`config.mk`:
```
export PLATFORM = sky130hd
export DESIGN_NAME = sap_register_bank
export DESIGN_NICKNAME = d
export VERILOG_FILES = /design/src/rtl/sap_register_bank.sv
export SDC_FILE = /design/constraint.sdc
export NUM_CORES = 1
export LEC_CHECK = 0
export CAP_MARGIN = 20
export CELL_PAD_IN_SITES_DETAIL_PLACEMENT = 2
export CELL_PAD_IN_SITES_GLOBAL_PLACEMENT = 2
export CORE_ASPECT_RATIO = 2
export CORE_UTILIZATION = 43
export CTS_BUF_LIST = sky130_fd_sc_hd__clkbuf_16
export DETAILED_ROUTE_END_ITERATION = 6
export PLACE_DENSITY = 0.82
export SYNTH_ARGS = -nofsm -noshare
export SYNTH_HDL_FRONTEND = slang
export SYNTH_SLANG_ARGS = --single-unit
```
`constraint.sdc`:
```
create_clock -name clk -period 11.55 [get_ports clk]
set_input_delay 1.155 -clock clk [delete_from_list [all_inputs] [get_ports clk]]
set_output_delay 1.155 -clock clk [all_outputs]
set_load 0.005 [all_outputs]
```
`src/rtl/sap_register_bank.sv`:
```
// General-purpose register bank for the 16-bit SAP datapath: addressable registers with
// LOAD/INC/DEC/CLR commands, two combinational read ports and a full-bank shadow copy.
module sap_register_bank #(
  parameter int unsigned           WIDTH     = 16,
  parameter int unsigned           NUM_REGS  = 4,
  parameter int unsigned           ADDR_W    = 2,
  parameter logic [WIDTH-1:0]      RESET_VAL = '0
) (
  input  logic              clk,
  input  logic              rst,
  input  logic              cmd_valid,
  input  logic [1:0]        cmd_op,
  input  logic [ADDR_W-1:0] cmd_addr,
  input  logic [WIDTH-1:0]  bus,
  input  logic              save,
  input  logic              restore,
  input  logic [ADDR_W-1:0] rd_addr_a,
  input  logic [ADDR_W-1:0] rd_addr_b,
  output logic [WIDTH-1:0]  rd_a,
  output logic [WIDTH-1:0]  rd_b,
  output logic              zero_a,
  output logic              wrap,
  output logic              addr_err
);

  localparam logic [1:0] OP_LOAD = 2'b00;
  localparam logic [1:0] OP_INC  = 2'b01;
  localparam logic [1:0] OP_DEC  = 2'b10;
  localparam logic [1:0] OP_CLR  = 2'b11;

  localparam logic [ADDR_W:0] NUM_REGS_W = NUM_REGS[ADDR_W:0];

  logic [WIDTH-1:0] r_regs     [NUM_REGS];
  logic [WIDTH-1:0] r_shadow   [NUM_REGS];
  logic [WIDTH-1:0] w_regs_d   [NUM_REGS];
  logic [WIDTH-1:0] w_shadow_d [NUM_REGS];
  logic             r_wrap;
  logic             r_addr_err;

  logic             w_addr_ok;
  logic             w_cmd_en;
  logic             w_cmd_ok;
  logic [WIDTH-1:0] w_cur;
  logic [WIDTH-1:0] w_result;
  logic             w_wrap_d;
  logic             w_addr_err_d;
  logic [WIDTH-1:0] w_rd_a;
  logic [WIDTH-1:0] w_rd_b;

  // Read ports decode by comparison so unpopulated indices fall through to zero.
  always_comb begin
    w_rd_a = '0;
    w_rd_b = '0;
    w_cur  = '0;
    for (int i = 0; i < int'(NUM_REGS); i++) begin
      if (rd_addr_a == ADDR_W'(i)) w_rd_a = r_regs[i];
      if (rd_addr_b == ADDR_W'(i)) w_rd_b = r_regs[i];
      if (cmd_addr == ADDR_W'(i))  w_cur  = r_regs[i];
    end
  end

  assign rd_a   = w_rd_a;
  assign rd_b   = w_rd_b;
  assign zero_a = (w_rd_a == '0);

  // Restore (alone or as part of a swap) pre-empts any command.
  assign w_addr_ok = ({1'b0, cmd_addr} < NUM_REGS_W);
  assign w_cmd_en  = cmd_valid & ~restore;
  assign w_cmd_ok  = w_cmd_en & w_addr_ok;

  always_comb begin
    w_result = w_cur;
    unique case (cmd_op)
      OP_LOAD: w_result = bus;
      OP_INC:  w_result = w_cur + WIDTH'(1);
      OP_DEC:  w_result = w_cur - WIDTH'(1);
      OP_CLR:  w_result = '0;
      default: w_result = w_cur;
    endcase
  end

  always_comb begin
    w_wrap_d = 1'b0;
    if (w_cmd_ok) begin
      if (cmd_op == OP_INC && (&w_cur))     w_wrap_d = 1'b1;
      if (cmd_op == OP_DEC && w_cur == '0)  w_wrap_d = 1'b1;
    end
  end

  assign w_addr_err_d = w_cmd_en & ~w_addr_ok;

  always_comb begin
    for (int i = 0; i < int'(NUM_REGS); i++) begin
      w_regs_d[i]   = r_regs[i];
      w_shadow_d[i] = r_shadow[i];
      if (restore) begin
        w_regs_d[i] = r_shadow[i];
      end else if (w_cmd_ok && cmd_addr == ADDR_W'(i)) begin
        w_regs_d[i] = w_result;
      end
      // Shadow captures pre-edge registers, so a swap is atomic.
      if (save) begin
        w_shadow_d[i] = r_regs[i];
      end
    end
  end

  always_ff @(posedge clk or posedge rst) begin
    if (rst) begin
      for (int i = 0; i < int'(NUM_REGS); i++) begin
        r_regs[i]   <= RESET_VAL;
        r_shadow[i] <= RESET_VAL;
      end
      r_wrap     <= 1'b0;
      r_addr_err <= 1'b0;
    end else begin
      for (int i = 0; i < int'(NUM_REGS); i++) begin
        r_regs[i]   <= w_regs_d[i];
        r_shadow[i] <= w_shadow_d[i];
      end
      r_wrap     <= w_wrap_d;
      r_addr_err <= w_addr_err_d;
    end
  end

  assign wrap     = r_wrap;
  assign addr_err = r_addr_err;

endmodule

```
Word-level counts from Yosys, hierarchy flattened
Index checks and enable logic that the tools add are counted.

Reduce and logical (&&, ||, !) cells: 17. $add $sub $neg: 2. Multiplexer cells: 24. Eq/ne operators: 12. Bitwise operators: 2.

Operators by type and width (count): 16-bit 2-to-1 mux (20); 16-bit case mux with 4 select lines (1); 16-bit logical NOT (2); 16-bit by 1-bit adder with 16-bit output (second input constant) (1); 2-bit == test (second input constant) (8); 16-bit AND reduction (1); 16-bit by 1-bit subtractor with 16-bit output (second input constant) (1); 2-bit by 1-bit == test with 1-bit output (second input constant) (4); 2-bit logical NOT (4); 2-bit nonzero test (4); 1-bit logical AND (6); 1-bit 2-to-1 mux (3); 1-bit bitwise AND (1); 1-bit NOT (1).

Bits of input ports: 29. Flip-flop bits (word level): 129. Logic and storage cells: 66. Output and inout port bits: 35.

Longest topological paths before layout
Word-level depth: 10. Gate-level depth with buffers: 11. Depth with buffers taken out: 9.

Least setup slack after synthesis
OpenSTA, ideal clock, no wires.

Kind: input to output. Start: input port rd_addr_a[0]. End: output port zero_a. Data required time: 10.395 ns. Setup slack: 7.517 ns. Path buffers: 2. Data arrival time: 2.878 ns. Stages: 5. Cell sequence: buf_2 -> buf_1 -> mux4_2 -> nor4_1 -> and4_1.

Cells in the longest elaborated chain, start to end: 6. Elaborated cells between the ends (all ways): 9. Those cells by class: eq/ne (3); mux (4); reduce/logical (2).

Ends and longest elaborated chain: start, declared (RTL line 17) `input logic [ADDR_W-1:0] rd_addr_a,`; 2-bit logical NOT (RTL line 56) `if (rd_addr_a == ADDR_W'(i)) w_rd_a = r_regs[i];`; 16-bit 2-to-1 mux (3 in a row) (RTL line 56); 16-bit 2-to-1 mux (*) (RTL line 56); net rd_a[5] (RTL line 19) `output logic [WIDTH-1:0] rd_a,`; 16-bit logical NOT (*) (RTL line 64) `assign zero_a = (w_rd_a == '0);`; end, declared (RTL line 21) `output logic zero_a,`.

Mark *: on every way through the listed nets, which the timed path passes. The rest lies on a longest branch.

Worst setup path after layout
Start: input port rd_addr_a[1]. End: output port zero_a.

Cells in the longest elaborated chain, start to end: 6. Elaborated cells between the ends (all ways): 9. Those cells by class: eq/ne (3); mux (4); reduce/logical (2).

Ends and longest elaborated chain (RTL line): 2-bit logical NOT (56); 16-bit 2-to-1 mux (3 in a row) (56); 16-bit 2-to-1 mux (*) (56); 16-bit logical NOT (*) (64).

Every way passes the cells marked *; elsewhere a longest branch is shown, timed or not.

==> reports/metrics.csv <==
metric,value,unit
critPathLaunchType,primary input,
fill_cells,1666,
antenna_left,0,
hold_viol_final,0,
slew_headroom,0.2660,
critPathTopFamily,buffers and inverters,
worst_pin_slew,1094,ps
slew_violations,0,
numCtsBuffers,17,
rr_endpoint,r_regs[47]$_DFFE_PP0P_,
highest-signal-layer,met4,
wl_per_cell,34.44,µm
path_buf_inv,2,
met3_length,1831,µm
initial_core_util,0.4378,
min_path_cells,2,
multi_input_area,0.004103,mm²
critPathSlowestCell,clkdlybuf4s50_1,
cts.htree.levels,4,
worstSetupPathDepth,5,
setup_viol,0,
yosys.area_share.simple,0.08537,
synth-seq-cells,129,
numPortBuffers,62,
status,completed,
dp_hpwl,20570,µm
peakVddDrop,0.1178,mV
diodes,0,
dr.pass1.iters,4,
grt_first_pass_wirelength,46930,µm
min-delay-start,r_shadow[17]$_DFFE_PP0P_,
worstPathRequired,10400,ps
ctsHoldBuffers,0,
clock_skew,17.43,ps
die_h,189.5,µm
via_count,6433,
die_w,95.77,µm
syn_area,0.007562,mm²
post-route-period-util,0.4508,
drive_gt1_frac,0.2465,
fin_crit,5207,ps
first_iter_violations,412,
placedInstanceArea,0.008323,mm²
ios,64,
design_area,0.008987,mm²
synth_nets,700,
area.growth.synth_to_final,18.85,%
holdCritPathClass,reg2reg,
path_clk_slew,50,ps
synthArstFlopShare,1.000,
synth_compound_area_frac,0.1580,
cts_tree,yes,
grt_max_degree,82,
crit_top_cell,clkdlybuf4s50_1,
viasPerCell,6.992,
syn_inst,651,
setup_tns,0,ps
cts.path.max_buffers,2,
met2_length,17250,µm
grt_overflow,0,
reg2regPathDepth,8,
power_density,219.2,mW/mm²
synth_cell_types,59,
synth_fa_ha_area_frac,0.03408,
syn_area_per_cell,11.62,µm²
synth_seq_area_share,0.4269,
synth_top_family_by_area,multiplexers,
drt_wl_total,31680,µm
insertion_delay,440,ps
slowest_delay,1100,ps
fin_nets,746,
min_to,r_regs[17]$_DFFE_PP0P_,
fmax,0.1920,GHz
row_count,68,
coreArea,0.01727,mm²
cts_sinks,129,
grt_pass1_vias,7421,
yosysWarnings,0,
rrSetupSlack,7780,ps
synth_xor_area_frac,0.01042,
path_cells,clkdlybuf4s50_1 -> mux4_2 -> nor4_1 -> and4_1 -> clkdlybuf4s50_1,
p_leak,3.553,nW
synth.area.mux_share,0.2541,
gr-usage-all-layers,0.3708,
cts-resized-gates,0,
cts-root-buf,clkbuf_16,
rsz0062_at_grt,no,
cp-end-kind,output pin,
cap_violations,0,
worst-setup-path-type,in2out,
cp.arrival,4050,ps
seq_area,0.003228,mm²
wl_met1,10450,µm
antenna_found_initial,0,
post-route-util,0.5204,
synth_edf_count,0,
worstReg2RegStart,r_regs[40]$_DFFE_PP0P_,
place.gp.congestion,0.8675,
drc,0,
post_cts_buffers,0,
crit_fanout,16,
ys.flop_type,dfrtp_1,
die-area,0.01815,mm²
==> power breakdown <==
part | total (mW) | switching, mW | internal (mW) | leakage (nW)
clock network | 0.563 | 0.226 | 0.337 | 0.278
registers | 0.747 | 0.165 | 0.583 | 1.52
logic | 0.660 | 0.339 | 0.321 | 1.76
total | 1.97 | 0.729 | 1.24 | 3.55
==> per-layer routing <==
layer / up-vias / track usage
li1: 2618 / -
met1: 3356 / 0.3836
met2: 320 / 0.6522
met3: 139 / 0.07354
met4: 0 / 0.2537
met5: - / 0
==> cells in the mapped netlist, types with 2 or more instances <==
cell / n / area (µm²)
a21o_1: 6 / 45.04
a21oi_1: 42 / 210.2
a211o_1: 3 / 26.28
inv_1: 6 / 22.52
buf_2: 5 / 25.02
dfrtp_1: 129 / 3228
and2_1: 3 / 18.77
nor3_1: 4 / 20.02
mux2_2: 64 / 720.7
nor2_1: 20 / 75.07
ha_1: 19 / 237.7
o21ba_2: 8 / 80.08
nand3_1: 13 / 65.06
o211ai_1: 10 / 75.07
buf_1: 4 / 15.01
nor2b_1: 3 / 18.77
a22o_1: 4 / 35.03
and3_1: 11 / 68.82
a22oi_1: 12 / 90.09
o2111ai_1: 4 / 35.03
nand4_1: 9 / 56.30
o22ai_1: 32 / 200.2
o21ai_0: 40 / 200.2
a31oi_1: 5 / 31.28
xnor2_1: 6 / 52.55
nand2_1: 37 / 138.9
o21a_1: 4 / 30.03
xor2_1: 3 / 26.28
mux4_2: 48 / 1081
or3_1: 5 / 31.28
a311oi_1: 4 / 35.03
nor4_1: 10 / 62.56
clkbuf_1: 39 / 146.4
and4_1: 2 / 17.52
nand3b_1: 2 / 15.01
mux2i_1: 12 / 120.1
==> flip-flops by register name, indices dropped and copies added, names as in the netlist <==
register	cells
r_regs	64
wrap	1
r_shadow	64
==> worst max path at each step <==
stage                       startpoint               endpoint  slack, ps
after global routing      rd_addr_a[1]                 zero_a       6270
final                     rd_addr_a[1]                 zero_a       6340
after global placement    rd_addr_a[0]                 zero_a       6170
after detailed placement  rd_addr_a[0]                 zero_a       6130
after CTS                 rd_addr_a[0]                 zero_a       6030
after floorplan                    rst  r_regs[0]$_DFFE_PP0P_       6950
==> worst min-delay path, stage by stage, from the launching register on <==
cell and delay [ps]:
dfrtp_1 340, nand2_1 50, o21ai_0 70
==> stage by stage <==
stage                     hold slack, ps  total power, mW  worst slack, ps  std cells
after floorplan                    446.0            1.067             6954        651
after global placement             455.9            1.293             6172        885
after detailed placement           481.0            1.359             6128        885
after CTS                          501.5            1.954             6030        917
after global routing               519.6            2.027             6266        920
final                              498.6            1.970             6343        920
==> area by class of cell <==
cell class / count / area share
sequential: 129 / 0.3592
inverter: 7 / 0.003202
timing repair buffer: 77 / 0.08576
clock inverter: 15 / 0.01879
multi-input combinational: 465 / 0.4565
tap: 210 / 0.02924
clock buffer: 17 / 0.04733
==> kinds of logic (layout without fill, tap and decap cells) <==
logic type                 count (synthesis)  after routing
buffers and inverters                     57            116
muxes                                    124            124
adders and majority gates                 20             20
xor gates and xnor gates                   9              9
other                                      1              1
DFF                                      129            129
and+or+nand+nor                          126            126
AOI/OAI and AO/OA                        185            185
==> cell usage in the layout, fill, tap and decap left out, types with 13 or more instances in the layout <==
| cell type | Yosys | layout |
|---|---|---|
| a21oi_1 | 42 | 42 |
| clkbuf_16 | 0 | 17 |
| clkdlybuf4s50_1 | 0 | 60 |
| dfrtp_1 | 129 | 129 |
| ha_1 | 19 | 19 |
| mux2_2 | 64 | 64 |
| mux4_2 | 48 | 48 |
| nand2_1 | 37 | 37 |
| nand3_1 | 13 | 13 |
| nor2_1 | 20 | 20 |
| o21ai_0 | 40 | 40 |
| o22ai_1 | 32 | 32 |
(Power assumes the default switching activity.)
